<file path="config.mk">
export PLATFORM = sky130hd
export DESIGN_NAME = ap_ctrl_hs_driver
export DESIGN_NICKNAME = d
export VERILOG_FILES = /design/src/rtl/apctrl_drv_pkg.sv /design/src/rtl/ap_ctrl_hs_driver_fifo.sv /design/src/rtl/ap_ctrl_hs_driver.sv
export SDC_FILE = /design/constraint.sdc
export NUM_CORES = 1
export LEC_CHECK = 0
export BUFFER_PORTS_ARGS = -buffer_cell sky130_fd_sc_hd__buf_2
export CORE_MARGIN = 10
export CORE_UTILIZATION = 60
export CTS_CLUSTER_SIZE = 16
export DETAILED_ROUTE_END_ITERATION = 12
export PLACE_DENSITY = 0.81
export REMOVE_ABC_BUFFERS = 1
export SLEW_MARGIN = 15
export SYNTH_ARGS = -nofsm -noshare
export SYNTH_HDL_FRONTEND = slang
export SYNTH_SLANG_ARGS = --single-unit
</file>
<file path="constraint.sdc">
create_clock -name clock -period 7.9 [get_ports clock]
set_input_delay 1.185 -clock clock [delete_from_list [all_inputs] [get_ports clock]]
set_output_delay 1.185 -clock clock [all_outputs]
set_load 0.01 [all_outputs]
</file>
<file path="src/rtl/apctrl_drv_pkg.sv">
// Shared types and helpers for the ap_ctrl_hs initiator: FSM states, default widths
// and the wrap-safe latency subtraction.
package apctrl_drv_pkg;

  localparam int DEF_CNT_W      = 32;
  localparam int DEF_TXN_W      = 16;
  localparam int DEF_DEPTH      = 4;
  localparam int DEF_CONT_STALL = 2;
  localparam int LAT_W          = 64;

  typedef enum logic [1:0] {
    IDLE   = 2'd0,
    ISSUE  = 2'd1,
    DRAIN  = 2'd2,
    FINISH = 2'd3
  } state_t;

  // Unsigned subtraction; callers truncate to their counter width, which keeps
  // the result correct modulo 2^CNT_W when the timestamp wraps.
  function automatic logic [LAT_W-1:0] lat_sub(input logic [LAT_W-1:0] now,
                                               input logic [LAT_W-1:0] head);
    return now - head;
  endfunction

endpackage

</file>
<file path="src/rtl/ap_ctrl_hs_driver_fifo.sv">
// ap_ts_fifo: DEPTH x W circular buffer of start timestamps. Pointers carry one
// extra wrap bit so full and empty are distinguished without a counter.
module ap_ts_fifo #(
  parameter int DEPTH = 4,
  parameter int W     = 32
) (
  input  logic         clock,
  input  logic         reset,
  input  logic         push,
  input  logic         pop,
  input  logic [W-1:0] din,
  output logic [W-1:0] dout,
  output logic         full,
  output logic         empty
);

  localparam int AW = $clog2(DEPTH);

  logic [W-1:0] mem [DEPTH];
  logic [AW:0]  wr_ptr;
  logic [AW:0]  rd_ptr;
  logic         do_push;
  logic         do_pop;

  assign do_push = push & ~full;
  assign do_pop  = pop & ~empty;

  assign empty = (wr_ptr == rd_ptr);
  assign full  = (wr_ptr[AW] != rd_ptr[AW]) && (wr_ptr[AW-1:0] == rd_ptr[AW-1:0]);
  assign dout  = mem[rd_ptr[AW-1:0]];

  always_ff @(posedge clock or posedge reset) begin
    if (reset) begin
      wr_ptr <= '0;
      rd_ptr <= '0;
    end else begin
      if (do_push) wr_ptr <= wr_ptr + (AW+1)'(1);
      if (do_pop)  rd_ptr <= rd_ptr + (AW+1)'(1);
    end
  end

  always_ff @(posedge clock) begin
    if (do_push) mem[wr_ptr[AW-1:0]] <= din;
  end

endmodule

</file>
<file path="src/rtl/ap_ctrl_hs_driver.sv">
// ap_ctrl_hs initiator: issues cfg_num_txn starts to one kernel, times each one and
// raises a level finish flag. Optional APCTRL_DRV_CONT_THROTTLE_EN stalls ap_continue.
module ap_ctrl_hs_driver
  import apctrl_drv_pkg::*;
#(
  parameter int CNT_W = DEF_CNT_W,
  parameter int TXN_W = DEF_TXN_W,
  parameter int DEPTH = DEF_DEPTH
`ifdef APCTRL_DRV_CONT_THROTTLE_EN
  , parameter int CONT_STALL = DEF_CONT_STALL
`endif
) (
  input  logic             clock,
  input  logic             reset,
  input  logic             cfg_go,
  input  logic [TXN_W-1:0] cfg_num_txn,
  output logic             ap_start,
  input  logic             ap_ready,
  input  logic             ap_done,
  output logic             ap_continue,
  output logic             busy,
  output logic             finish,
  output logic [TXN_W-1:0] txn_issued,
  output logic [TXN_W-1:0] txn_done,
  output logic [CNT_W-1:0] last_latency,
  output logic [CNT_W-1:0] max_latency,
  output logic [CNT_W-1:0] total_cycles,
  output logic             err_protocol,
  output logic [1:0]       fsm_state
);

  // Handshake: a start is taken on ap_start & ap_ready; a completion on
  // ap_done & ap_continue. Neither side may assume the other holds a level
  // after the cycle in which both are high.

  state_t           state, state_n;
  logic [CNT_W-1:0] ts;
  logic [TXN_W-1:0] num;
  logic [CNT_W-1:0] head;
  logic [CNT_W-1:0] lat;
  logic             fifo_full, fifo_empty;
  logic             in_run, go_ok, accept, done_ack, complete, proto_err;

  assign in_run    = (state == ISSUE) || (state == DRAIN);
  assign go_ok     = cfg_go && (state == IDLE);
  assign ap_start  = (state == ISSUE) && !fifo_full;
  assign accept    = ap_start && ap_ready;
  assign done_ack  = ap_done && ap_continue;
  assign complete  = done_ack && in_run && !fifo_empty;
  assign proto_err = done_ack && (!in_run || fifo_empty);
  assign lat       = CNT_W'(lat_sub(LAT_W'(ts), LAT_W'(head)));
  assign busy      = in_run;
  assign fsm_state = state;

  ap_ts_fifo #(.DEPTH(DEPTH), .W(CNT_W)) u_fifo (
    .clock (clock),
    .reset (reset),
    .push  (accept),
    .pop   (complete),
    .din   (ts),
    .dout  (head),
    .full  (fifo_full),
    .empty (fifo_empty)
  );

  always_ff @(posedge clock or posedge reset) begin
    if (reset) state <= IDLE;
    else       state <= state_n;
  end

  always_comb begin
    state_n = state;
    case (state)
      IDLE:   if (go_ok) state_n = (cfg_num_txn == '0) ? FINISH : ISSUE;
      ISSUE:  if (accept && (txn_issued + TXN_W'(1) == num)) state_n = DRAIN;
      DRAIN:  if (txn_done == num) state_n = FINISH;
      FINISH: state_n = IDLE;
      default: state_n = IDLE;
    endcase
  end

  always_ff @(posedge clock or posedge reset) begin
    if (reset) begin
      ts           <= '0;
      num          <= '0;
      txn_issued   <= '0;
      txn_done     <= '0;
      last_latency <= '0;
      max_latency  <= '0;
      total_cycles <= '0;
      err_protocol <= 1'b0;
      finish       <= 1'b0;
    end else begin
      ts <= ts + CNT_W'(1);
      if (go_ok) begin
        num          <= cfg_num_txn;
        txn_issued   <= '0;
        txn_done     <= '0;
        last_latency <= '0;
        max_latency  <= '0;
        total_cycles <= '0;
        err_protocol <= 1'b0;
        finish       <= 1'b0;
      end else begin
        if (accept) txn_issued <= txn_issued + TXN_W'(1);
        if (complete) begin
          txn_done     <= txn_done + TXN_W'(1);
          last_latency <= lat;
          if (lat > max_latency) max_latency <= lat;
        end
        if (proto_err)         err_protocol <= 1'b1;
        if (in_run)            total_cycles <= total_cycles + CNT_W'(1);
        if (state == FINISH)   finish       <= 1'b1;
      end
    end
  end

`ifdef APCTRL_DRV_CONT_THROTTLE_EN
  // Back-pressure the kernel for CONT_STALL cycles after every counted done.
  logic [2:0] stall;

  always_ff @(posedge clock or posedge reset) begin
    if (reset)              stall <= '0;
    else if (complete)      stall <= 3'(CONT_STALL);
    else if (stall != '0)   stall <= stall - 3'd1;
  end

  assign ap_continue = (stall == '0);
`else
  assign ap_continue = 1'b1;
`endif

endmodule
</file>
==> flow_summary.html <==
<table>
<tr><th>Metric</th><th>Value</th></tr>
<tr><th colspan="2">Critical path</th></tr>
<tr><td>Largest delay contributor family on the critical path</td><td>compound AO/OA/AOI/OAI gates</td></tr>
<tr><td>Crit-path most repeated cell</td><td>nand4_1</td></tr>
<tr><td>Slowest cell delay on critical path</td><td>770 ps</td></tr>
<tr><td>Worst EP required</td><td>8320 ps</td></tr>
<tr><td>Critical setup path kind</td><td>flop to flop</td></tr>
<tr><td>Critical Path AT</td><td>7020 ps</td></tr>
<tr><td>Slack of the worst reg-to-reg path</td><td>1300 ps</td></tr>
<tr><td>CP Capture Type</td><td>flop</td></tr>
<tr><td>Sort of element at the start of the critical path</td><td>flop</td></tr>
<tr><td>Largest fanout on the critical path</td><td>27</td></tr>
<tr><td>Worst Reg-to-Reg Cells</td><td>19</td></tr>
<tr><td>Worst r2r dst</td><td>max_latency[22]</td></tr>
<tr><td>Slowest CP cell</td><td>o41ai_1</td></tr>
<tr><td>Worst Path Buf+Inv</td><td>3</td></tr>
<tr><td>Launch point of the worst reg-to-reg path</td><td>u_fifo.rd_ptr[0]</td></tr>
<tr><td>Series of cell instances along the critical path</td><td>buf_4 &gt; mux4_2 &gt; inv_1 &gt; ha_1 &gt; nand4_1 &gt; or3_1 &gt; o21ba_2 &gt; o41ai_1 &gt; a21oi_1 &gt; or3_1 &gt; and2_1 &gt; ha_1 &gt; nand4_1 &gt; nor3_1 &gt; nand4_1 &gt; o31ai_4 &gt; buf_4 &gt; nand2_1 &gt; o22ai_1</td></tr>
<tr><th colspan="2">Synth</th></tr>
<tr><td>Most used flip-flop cell after synthesis</td><td>dfrtp_1</td></tr>
<tr><td>Largest family of logic cells by synthesized area</td><td>simple AND/OR/NAND/NOR gates</td></tr>
<tr><td>Synthesized area divided by synthesized cell count</td><td>11.0 sq um</td></tr>
<tr><td>Fraction of the mapped netlist area in simple logic gates</td><td>0.147</td></tr>
<tr><td>Yosys warnings</td><td>0</td></tr>
<tr><td>Post-synthesis instance area</td><td>16100 sq um</td></tr>
<tr><td>Synthesized flop and latch total</td><td>314</td></tr>
<tr><td>Multiplexer share of the synthesized area</td><td>0.0596</td></tr>
<tr><td>Number of distinct library cells after synthesis</td><td>75</td></tr>
<tr><td>Compound-cell area share of the yosys netlist</td><td>0.0868</td></tr>
<tr><td>Count of flip-flops with a built-in enable after synthesis</td><td>128</td></tr>
<tr><td>Adder-Cell Fraction of Synth Area</td><td>0.0618</td></tr>
<tr><td>Post-synthesis sequential area ratio</td><td>0.527</td></tr>
<tr><td>Post-synthesis cell count</td><td>1465</td></tr>
<tr><td>Post-synthesis share of cell area spent on xor and xnor gates</td><td>0.0804</td></tr>
<tr><td>Async set-reset flop share out of synthesis</td><td>0.592</td></tr>
<tr><th colspan="2">Place</th></tr>
<tr><td>Final RePlAce weighted congestion</td><td>0.972</td></tr>
<tr><td>Port bufs</td><td>154</td></tr>
<tr><td>Half-perimeter wire length after detailed placement</td><td>28200 microns</td></tr>
<tr><th colspan="2">Route</th></tr>
<tr><td>Via count of the routed design</td><td>11900</td></tr>
<tr><td>Initial detailed-routing violation count</td><td>1082</td></tr>
<tr><td>Drt drc</td><td>0</td></tr>
<tr><td>Number of iterations in the first detailed-routing pass</td><td>5</td></tr>
<tr><td>Wire length per cell</td><td>20.4 microns</td></tr>
<tr><td>Routed wire length</td><td>40300 microns</td></tr>
<tr><td>Post-DRT Antenna Nets</td><td>0</td></tr>
<tr><td>Via-per-instance ratio</td><td>6.04</td></tr>
<tr><th colspan="2">Worst hold path</th></tr>
<tr><td>End of the worst hold path</td><td>finish</td></tr>
<tr><td>Kind of path behind the tightest hold check</td><td>flop to flop</td></tr>
<tr><td>Hold path startpoint</td><td>finish</td></tr>
<tr><td>Hold Path Cell Cnt</td><td>2</td></tr>
<tr><th colspan="2">STA</th></tr>
<tr><td>Final-layout setup total negative slack</td><td>0 ps</td></tr>
<tr><td>Setup clock skew after layout</td><td>21.8 ps</td></tr>
<tr><td># setup viols final</td><td>0</td></tr>
<tr><td>Number of pins exceeding their max-slew limit in the final report</td><td>0</td></tr>
<tr><td>Actual transition at the worst max-transition pin</td><td>929 ps</td></tr>
<tr><td>Number of hold violations in the final report</td><td>0</td></tr>
<tr><td>RSZ-0062 raised after global routing</td><td>false</td></tr>
<tr><td>Highest Clock Rate</td><td>0.152 GHz</td></tr>
<tr><td>Period utilization</td><td>0.835</td></tr>
<tr><td>Tightest slew margin relative to the limit</td><td>0.380</td></tr>
<tr><td>Minimum clock period after layout</td><td>6600 ps</td></tr>
<tr><th colspan="2">Cells and area</th></tr>
<tr><td>Final Util</td><td>0.697</td></tr>
<tr><td># fillers</td><td>1907</td></tr>
<tr><td>Number of diodes</td><td>0</td></tr>
<tr><td>Fraction of layout instances using a drive strength above 1</td><td>0.165</td></tr>
<tr><td>Final net count</td><td>1715</td></tr>
<tr><td>Commonest cells after routing, fill and taps aside</td><td>185 x dfrtp_1, 170 x nand2_1, 154 x buf_2</td></tr>
<tr><td>Synthesis-to-layout area growth</td><td>13.6%</td></tr>
<tr><td>Most frequent standard cell in the layout excluding fill and tap cells</td><td>dfrtp_1</td></tr>
<tr><th colspan="2">GRT</th></tr>
<tr><td>Congestion Overflow GR</td><td>0</td></tr>
<tr><td>Maximum number of pins on one net before global-route repair</td><td>116</td></tr>
<tr><td>Number of global-route vias before repair</td><td>11800</td></tr>
<tr><td>Number of antenna violations at the first check in global routing</td><td>0</td></tr>
<tr><td>First-pass GRT wire length</td><td>64200 microns</td></tr>
<tr><td>Total global-route track usage</td><td>0.235</td></tr>
<tr><th colspan="2">CTS</th></tr>
<tr><td>Clock latency reported for the late side of the worst-skew pair</td><td>520 ps</td></tr>
<tr><td>Root cell of the clock tree</td><td>clkbuf_16</td></tr>
<tr><td>Post-CTS repair timing setup buffer count</td><td>0</td></tr>
<tr><td>Register clock-pin slew on the reported worst setup and hold paths</td><td>60 ps</td></tr>
<tr><td>Clock tree from TritonCTS</td><td>built</td></tr>
<tr><td>Number of gates resized after cts</td><td>0</td></tr>
<tr><td>Hold bufs inserted after CTS</td><td>0</td></tr>
<tr><td>Total number of H-tree levels</td><td>2</td></tr>
<tr><td>Sink count of the clock tree</td><td>314</td></tr>
<tr><td>Number of buffers inserted during clock tree synthesis</td><td>35</td></tr>
<tr><td>Largest buffer count on any clock path</td><td>3</td></tr>
<tr><th colspan="2">Floorplan</th></tr>
<tr><td>Die Wd</td><td>184 microns</td></tr>
<tr><td>Ports</td><td>156</td></tr>
<tr><td>Vertical die dimension</td><td>184 microns</td></tr>
<tr><td>Number of cell rows</td><td>59</td></tr>
<tr><td>Overall die area</td><td>33800 sq um</td></tr>
<tr><td>Placeable core area</td><td>26300 sq um</td></tr>
<tr><td>Initial cell density of the core</td><td>0.614</td></tr>
<tr><th colspan="2">Job</th></tr>
<tr><td>MaxCap Viol Count</td><td>0</td></tr>
<tr><th colspan="2">Power</th></tr>
<tr><td>Total power density per cell area</td><td>357 nW/um^2</td></tr>
<tr><td>Leakage component of the power</td><td>8.39 nW</td></tr>
<tr><td>Worst IR Drop VDD</td><td>0.250 mV</td></tr>
<tr><th colspan="2">Status</th></tr>
<tr><td>Outcome</td><td>complete, no violations</td></tr>
</table>
kinds of logic after synthesis:
kind of cell | after synthesis
AO/OA/AOI/OAI | 220
XOR/XNOR | 148
other | 1
adder cells (fa/ha/maj) | 79
buffers and inverters | 149
AND/OR/NAND/NOR | 498
multiplexers | 56
flip-flops | 314
per-stage QoR:
stage / total power, mW / hold WS, ps / cell area (sq um) / instances / worst slack, ps
global route: 6.93 / 528 / 18300 / 1975 / 899
global placement: 4.84 / 474 / 17200 / 1913 / 1610
detailed placement: 4.94 / 477 / 17200 / 1913 / 1370
floorplan: 4.07 / 498 / 15900 / 1412 / 1300
finish: 6.53 / 488 / 18300 / 1975 / 1300
CTS: 6.55 / 491 / 18300 / 1975 / 1340
per-layer routing:
metal / global-route usage / part of all wire
met5: 0 / 0
met4: 0.0724 / 0.026
met2: 0.379 / 0.47
met1: 0.318 / 0.42
met3: 0.0431 / 0.076
registers in the layout, indices dropped and copies added, names as in the netlist:
register	flops
num	16
u_fifo.rd_ptr	3
fsm_state	2
err_protocol	1
last_latency	32
txn_issued	16
txn_done	16
u_fifo.mem	128
u_fifo.wr_ptr	3
total_cycles	32
finish	1
ts	32
max_latency	32
how the worst max path moves through the flow:
stage                                 from               to  slack, ps  cells after the start
after global placement    u_fifo.rd_ptr[0]  max_latency[20]       1610                     19
after CTS                 u_fifo.rd_ptr[0]  max_latency[22]       1340                     19
final                     u_fifo.rd_ptr[0]  max_latency[22]       1300                     19
after global routing      u_fifo.rd_ptr[0]  max_latency[22]        900                     19
after floorplan           u_fifo.rd_ptr[0]  max_latency[15]       1300                     17
after detailed placement  u_fifo.rd_ptr[0]  max_latency[22]       1370                     19
Yosys cell counts, types with 13 or more instances:
cell      count  area (sq um)
a21oi_1      75           375
nor4_1       13          81.3
clkbuf_1     34           128
nor3_1       18          90.1
dfrtp_1     186          4650
inv_1        96           360
xor2_1       80           701
edfxtp_1    128          3840
o21ai_0      47           235
mux2i_1      24           240
nand3_1      61           305
a21o_1       22           165
nor2_1      117           439
mux4_2       32           721
nand2_1     170           638
nand4_1      32           200
and3_1       23           144
xnor2_1      68           596
ha_1         78           976
or3_1        20           125
power breakdown:
part	internal (mW)	total [mW]	leakage [nW]	switching [mW]
clock	0.952	1.59	0.555	0.639
combinational	1.06	2.68	4.10	1.62
sequential	1.98	2.26	3.74	0.276
total	4.00	6.53	8.39	2.54
tightest hold or removal path: stages, from the launching register on:
cell	delay [ps]
dfrtp_1	340
nor2_1	40
nor2_1	70
area by class of cell:
class	count	area, sq um	area share
clock buffers	51	1050	0.0572
inverters	96	368	0.0201
repair buffers	166	861	0.0470
flip-flops and latches	314	8500	0.464
clock inverters	11	78.8	0.00430
well taps	335	419	0.0229
multi-input cells	1002	7050	0.385
Power figures use the tool's default switching activity.
